--- src/rtl/mask_matcher16.sv ---
`default_nettype none
// ============================================================================
// Module   : mask_matcher16
// Brief    : Aligns sparse W/A operand streams via a mutual nonzero mask and
//            emits packed per-stream consume masks plus operand counts,
//            behind one valid/ready output register.
// Revision : 1.0
// ============================================================================
module mask_matcher16 (
    input  logic        clock,
    input  logic        reset,
    input  logic        ivalid,
    output logic        iready,
    output logic        ovalid,
    input  logic        oready,
    input  logic [15:0] bitmaskW,
    input  logic [15:0] bitmaskA,
    output logic [63:0] result
);

    logic [15:0] w_mutual;
    logic [15:0] w_packedW;
    logic [15:0] w_packedA;
    logic [4:0]  w_numW;
    logic [4:0]  w_numA;
    logic [63:0] w_result;

    logic [63:0] r_result;
    logic        r_ovalid;

    assign w_mutual = bitmaskW & bitmaskA;

    // Running prefix counts: before lane i each is at most i (< 16), so the
    // low four bits index the packed mask directly.
    always_comb begin
        logic [4:0] cntW;
        logic [4:0] cntA;
        w_packedW = '0;
        w_packedA = '0;
        cntW      = '0;
        cntA      = '0;
        for (int i = 0; i < 16; i++) begin
            if (w_mutual[i]) begin
                w_packedW[cntW[3:0]] = 1'b1;
                w_packedA[cntA[3:0]] = 1'b1;
            end
            cntW = cntW + {4'b0000, bitmaskW[i]};
            cntA = cntA + {4'b0000, bitmaskA[i]};
        end
        w_numW = cntW;
        w_numA = cntA;
    end

    assign w_result = {19'b0, w_numA, 3'b000, w_numW, w_packedA, w_packedW};

    assign iready = oready | ~r_ovalid;

    always_ff @(posedge clock) begin
        if (reset) begin
            r_ovalid <= 1'b0;
            r_result <= '0;
        end else if (ivalid && iready) begin
            r_ovalid <= 1'b1;
            r_result <= w_result;
        end else if (oready) begin
            r_ovalid <= 1'b0;
        end
    end

    assign ovalid = r_ovalid;
    assign result = r_result;

endmodule
`default_nettype wire

--- config.mk ---
export PLATFORM = sky130hd
export DESIGN_NAME = mask_matcher16
export DESIGN_NICKNAME = d
export VERILOG_FILES = /design/src/rtl/mask_matcher16.sv
export SDC_FILE = /design/constraint.sdc
export NUM_CORES = 1
export LEC_CHECK = 0
export CAP_MARGIN = 20
export CELL_PAD_IN_SITES_DETAIL_PLACEMENT = 0
export CELL_PAD_IN_SITES_GLOBAL_PLACEMENT = 1
export CORE_AREA = 3 3 143 145
export CTS_CLUSTER_SIZE = 12
export DETAILED_ROUTE_END_ITERATION = 8
export DIE_AREA = 0 0 146 148
export HOLD_SLACK_MARGIN = 0.02
export MAX_ROUTING_LAYER = met4
export PLACE_DENSITY_LB_ADDON = 0.1
export RECOVER_POWER = 25
export SYNTH_ARGS = -nofsm -noshare
export SYNTH_HDL_FRONTEND = slang
export SYNTH_SLANG_ARGS = --single-unit
--- constraint.sdc ---
create_clock -name clock -period 9.35 [get_ports clock]
set_input_delay 0.935 -clock clock [delete_from_list [all_inputs] [get_ports clock]]
set_output_delay 0.935 -clock clock [all_outputs]
set_load 0.1 [all_outputs]
# Word level (Yosys, flattened, before mapping)
# Cells that the tools add are included.
[totals]
ff_bits = 43
out_inout_bits = 66
[op_classes]
n_reduce_logical = 32
muxes = 93
n_addsub = 30
order_cmp = 60
bitwise_logic = 33
[ops]
columns = ["op", "n"]
rows = [
  ["two-way mux 16 bit", 28],
  ["OR 16 bit", 28],
  ["less-than comparator 4 x 5 -> 1 bit (second input constant)", 24],
  ["demux 1 bit (select 4 bit)", 28],
  ["adder 5 x 1 -> 5 bit", 22],
  [">= comparator 4 x 1 -> 1 bit (second input constant)", 24],
  ["two-way mux 1 bit", 33],
  ["logical AND 1 bit", 31],
  ["bitwise AND 16 bit", 1],
  ["adder 4 x 1 -> 5 bit", 2],
  ["less-than comparator 1 x 5 -> 1 bit (second input constant)", 2],
  ["less-than comparator 2 x 5 -> 1 bit (second input constant)", 2],
  ["less-than comparator 3 x 5 -> 1 bit (second input constant)", 2],
  ["adder 3 x 1 -> 4 bit", 2],
  ["adder 2 x 1 -> 3 bit", 2],
  [">= comparator 3 x 1 -> 1 bit (second input constant)", 2],
  ["adder 1 x 1 -> 2 bit", 2],
  [">= comparator 2 x 1 -> 1 bit (second input constant)", 2],
  ["two-way mux 2 bit", 2],
  ["OR 1 x 2 -> 2 bit", 2],
  ["demux 1 bit (select 1 bit)", 2],
  [">= comparator 1 bit (second input constant)", 2],
  ["nonzero test 2 bit", 1],
  ["inverter 1 bit", 1],
  ["OR 1 bit", 1],
]

# Longest topological paths before layout
[logic_depth]
depth_word = 34
ltp_mapped = 27

# Least setup slack after synthesis
# OpenSTA, ideal clock, no wires.
[synth_path]
kind = "in2reg"
startpoint = "input port bitmaskA[0]"
endpoint = "register r_result[44], in the netlist result[44]"
path_stages = 26
arrival_time_ns = 8.053
setup_slack_ns = 1.230
path_cell_list = "fa_1 -> ha_1 -> inv_1 -> fa_1 -> inv_1 -> ha_1 -> ha_1 -> ha_1 -> ha_1 -> ha_1 -> ha_1 -> ha_1 -> ha_1 -> ha_1 -> xnor2_1 -> xnor2_1 -> xnor2_1 -> nand3_1 -> xnor2_1 -> xnor2_1 -> buf_2 -> xor2_1 -> o2bb2ai_2 -> a2111o_1 -> a21oi_1 -> nand4b_1"
[synth_via]
elab_chain_len = 15
[synth_rtl]
columns = ["item", "line_no", "source"]
rows = [
  ["start, declared", "17", "input logic [15:0] bitmaskA,"],
  ["adder 1 x 1 -> 2 bit", "48", "cntA = cntA + {4'b0000, bitmaskA[i]};"],
  ["adder 2 x 1 -> 3 bit", "48", ""],
  ["adder 3 x 1 -> 4 bit", "48", ""],
  ["adder 4 x 1 -> 5 bit", "48", ""],
  ["adder 5 x 1 -> 5 bit (11 in a row)", "48", ""],
  ["end signal, assigned", "64", "r_result <= w_result;"],
  ["end, declared", "28", "logic [63:0] r_result;"],
]
# Every way passes these cells.
# A chain may end at the register's enable or synchronous reset.

# Worst setup path after layout
[layout_path]
startpoint = "input port bitmaskA[0]"
endpoint = "register r_result[22], in the netlist result[22]"
[layout_via]
elab_chain_len = 33
[layout_rtl]
columns = ["item", "line_no", "source"]
rows = [
  ["adder 1 x 1 -> 2 bit *", "48", ""],
  ["parallel branches: the longest is 31 deep, another holds adder 4 x 1 -> 5 bit", "--", ""],
  ["two-way mux 16 bit *", "43", "if (w_mutual[i]) begin"],
]
# Mark *: on every way between the ends.

==> flow_metrics.env <==
export IMPL_dp_slack_ps=378
export IMPL_cp_arrival_ps=8780
export IMPL_die_y_um=148
export IMPL_antenna_cells=0
export IMPL_yosysWarnings=0
export IMPL_synthArstFlopShare=0
export IMPL_grt_busiest_layer="met2"
export IMPL_start_kind="primary input"
export IMPL_io_pins=102
export IMPL_postSynthAreaPerCell_um2=7.21
export IMPL_synth_area_um2=8040
export IMPL_fin_hold_ws_ps=454
export IMPL_overflow=0
export IMPL_placed_area_um2=9040
export IMPL_cp_data_required_time_ps=9490
export IMPL_htreeDepth=2
export IMPL_fin_ws_ps=712
export IMPL_clkTransAtPathRegs_ps=60
export IMPL_tightest_slew_ps=1000
export IMPL_grt_pass1_vias=8328
export IMPL_postRouteWirelength_mm=29.5
export IMPL_final_common_cell="nor2_1"
export IMPL_clock_latency_ps=300
export IMPL_portBuffers=79
export IMPL_viasPerCell=6.13
export IMPL_numCtsBuffers=5
export IMPL_multi_input_area_um2=6800
export IMPL_initial_core_util=0.416
export IMPL_drt_iter0_drc=651
export IMPL_ys_seq_area_frac=0.107
export IMPL_dr_pass1_iters=6
export IMPL_status="finished, final reports clean"
export IMPL_cts_repair_resized=0
export IMPL_synth_cell_types=75
export IMPL_grtUsageMet3=0.0310
export IMPL_met1_usage=0.351
export IMPL_place_gp_congestion=1.01
export IMPL_layout_drive_gt1_share=0.0535
export IMPL_ys_ff_latch=43
export IMPL_hp_class="reg -> reg"
export IMPL_root_buffer="clkbuf_16"
export IMPL_finalCriticalPeriod_ps=8640
export IMPL_core_area_um2=19300
export IMPL_crit_fanout=9
export IMPL_vias=8835
export IMPL_min_delay_start="result[35]"
export IMPL_drcViolationCount=0
export IMPL_most_common_layout_cells="141 x nor2_1, 127 x nand2_1, 66 x nor3_1, 58 x ha_1, 58 x clkdlybuf4s50_1"
export IMPL_tns_ps=0
export IMPL_dieArea_um2=21600
export IMPL_fin_area_um2=9230
export IMPL_ant_nets=0
export IMPL_hold_buffers=0
export IMPL_seqCellArea_um2=861
export IMPL_wire_per_inst_um=20.5
export IMPL_grt_use_total=0.272
export IMPL_crit_start="bitmaskA[0]"
export IMPL_num_rows=51
export IMPL_dieWidth_um=146
export IMPL_clock_sinks=43
export IMPL_fill_cells=2058
export IMPL_max_slew_margin=0.329
export IMPL_place_hpwl_mm=24.1
export IMPL_ctsLongestPathBuffers=2
export IMPL_fin_skew_ps=14.6
export IMPL_drv_slew=0
export IMPL_postCtsSetupBuffers=0
export IMPL_setup_viol_count_final=0
export IMPL_rsz0062_at_grt="no"
export IMPL_fin_crit_sh=0.924
export IMPL_crit_type="in -> reg"
export IMPL_maxCapViolCount=0
export IMPL_fmax_mhz=116
export IMPL_r2r_start="ovalid"
export IMPL_synth_flop_cell="dfxtp_1"
export IMPL_hold_violations=0
export IMPL_antenna_found_initial=0
export IMPL_use_met2=0.455
export IMPL_fin_nets=1274
export IMPL_synth_edf_count=0
export IMPL_grt_max_degree=54
export IMPL_syn_inst=1115
export IMPL_areaGrowthSynthToFinish_pct=14.9
export IMPL_grt_pass1_wl_mm=46.5
export IMPL_cts_tree="done"
export IMPL_cp_end_kind="flop"
==> stage by stage <==
stage	util	std cells
after floorplan	-	1136
after global placement	0.467	1434
after detailed placement	0.467	1434
after CTS	0.477	1442
after global routing	0.478	1442
final	0.478	1442
==> cell usage after synthesis, types with 6 or more instances <==
| library cell | instances | area share |
|---|---|---|
| nand2_1 | 127 | 0.059 |
| o31ai_1 | 6 | 0.0056 |
| inv_1 | 30 | 0.014 |
| nor2_1 | 141 | 0.066 |
| xnor2_2 | 8 | 0.016 |
| nor2b_1 | 15 | 0.012 |
| dfxtp_1 | 43 | 0.11 |
| a221oi_1 | 36 | 0.039 |
| and3_1 | 12 | 0.0093 |
| o211ai_1 | 10 | 0.0093 |
| buf_4 | 24 | 0.022 |
| o22ai_1 | 22 | 0.017 |
| clkbuf_1 | 31 | 0.014 |
| o21ai_0 | 29 | 0.018 |
| buf_1 | 7 | 0.0033 |
| nand3_1 | 50 | 0.031 |
| nor3b_1 | 18 | 0.017 |
| a221o_1 | 8 | 0.010 |
| a32oi_1 | 6 | 0.0065 |
| nor3_1 | 66 | 0.041 |
| nand4b_1 | 6 | 0.0065 |
| nand4_1 | 20 | 0.016 |
| a31oi_1 | 11 | 0.0086 |
| a311oi_1 | 6 | 0.0065 |
| xor2_1 | 11 | 0.012 |
| a211oi_1 | 47 | 0.044 |
| or3_1 | 11 | 0.0086 |
| and2_1 | 15 | 0.012 |
| xnor2_1 | 54 | 0.059 |
| a21oi_1 | 43 | 0.027 |
| xnor3_1 | 8 | 0.022 |
| ha_1 | 58 | 0.090 |
| o221ai_1 | 38 | 0.041 |
| nand2b_1 | 15 | 0.012 |
==> state kept, by name, indices dropped and copies added, names as in the netlist <==
name and flops:
result 42, ovalid 1
==> cell families (layout without fill, tap and decap cells) <==
kind of cell | count (synthesis) | in the layout | share of synthesized area
multiplexers | 3 | 3 | 0.00389
flip-flops | 43 | 43 | 0.107
AND/OR/NAND/NOR | 514 | 514 | 0.308
other | 1 | 22 | 0.000467
XOR/XNOR | 92 | 92 | 0.143
AO/OA/AOI/OAI | 303 | 303 | 0.279
adder cells (fa/ha/maj) | 62 | 62 | 0.100
buffers and inverters | 97 | 138 | 0.0581
==> critical path, cell delays in order <==
cell and delay [ps]:
clkdlybuf4s50_1 540, fa_2 700, ha_1 190, inv_1 60
fa_1 680, inv_1 130, ha_1 430, ha_1 420
ha_1 410, ha_1 410, ha_1 400, ha_1 390
ha_1 390, ha_1 410, ha_1 260, xnor2_1 170
xnor2_1 150, xnor2_1 160, nand3_1 120, xnor2_1 150
xnor2_1 260, xor2_1 310, nand2b_1 180, o21ai_1 120
a211oi_1 320, nor3_1 70
==> final timing paths <==
path / end / slack [ps] / cells after the start
setup / recovery: result[22] / 710 / 26
hold / removal: result[35] / 450 / 2
setup reg to reg: result[16] / 5970 / 12
hold reg to reg: result[35] / 450 / 2
==> cell type report <==
| class | count | area share |
|---|---|---|
| Multi-Input combinational cell | 996 | 0.736 |
| Timing Repair Buffer | 100 | 0.102 |
| Sequential cell | 43 | 0.0932 |
| Tap cell | 265 | 0.0359 |
| Clock buffer | 6 | 0.0140 |
| Inverter | 30 | 0.0122 |
| Clock inverter | 2 | 0.00650 |
==> routing by layer <==
metal  vias up  routed length [um]
met5         -                   0
li1       4351                   -
met3        46                1550
met1      4118               13300
met4         0                 680
met2       320               13900
Power is not shown: default switching activity piles up to over one toggle a cycle in this logic, so the estimate is an artifact.
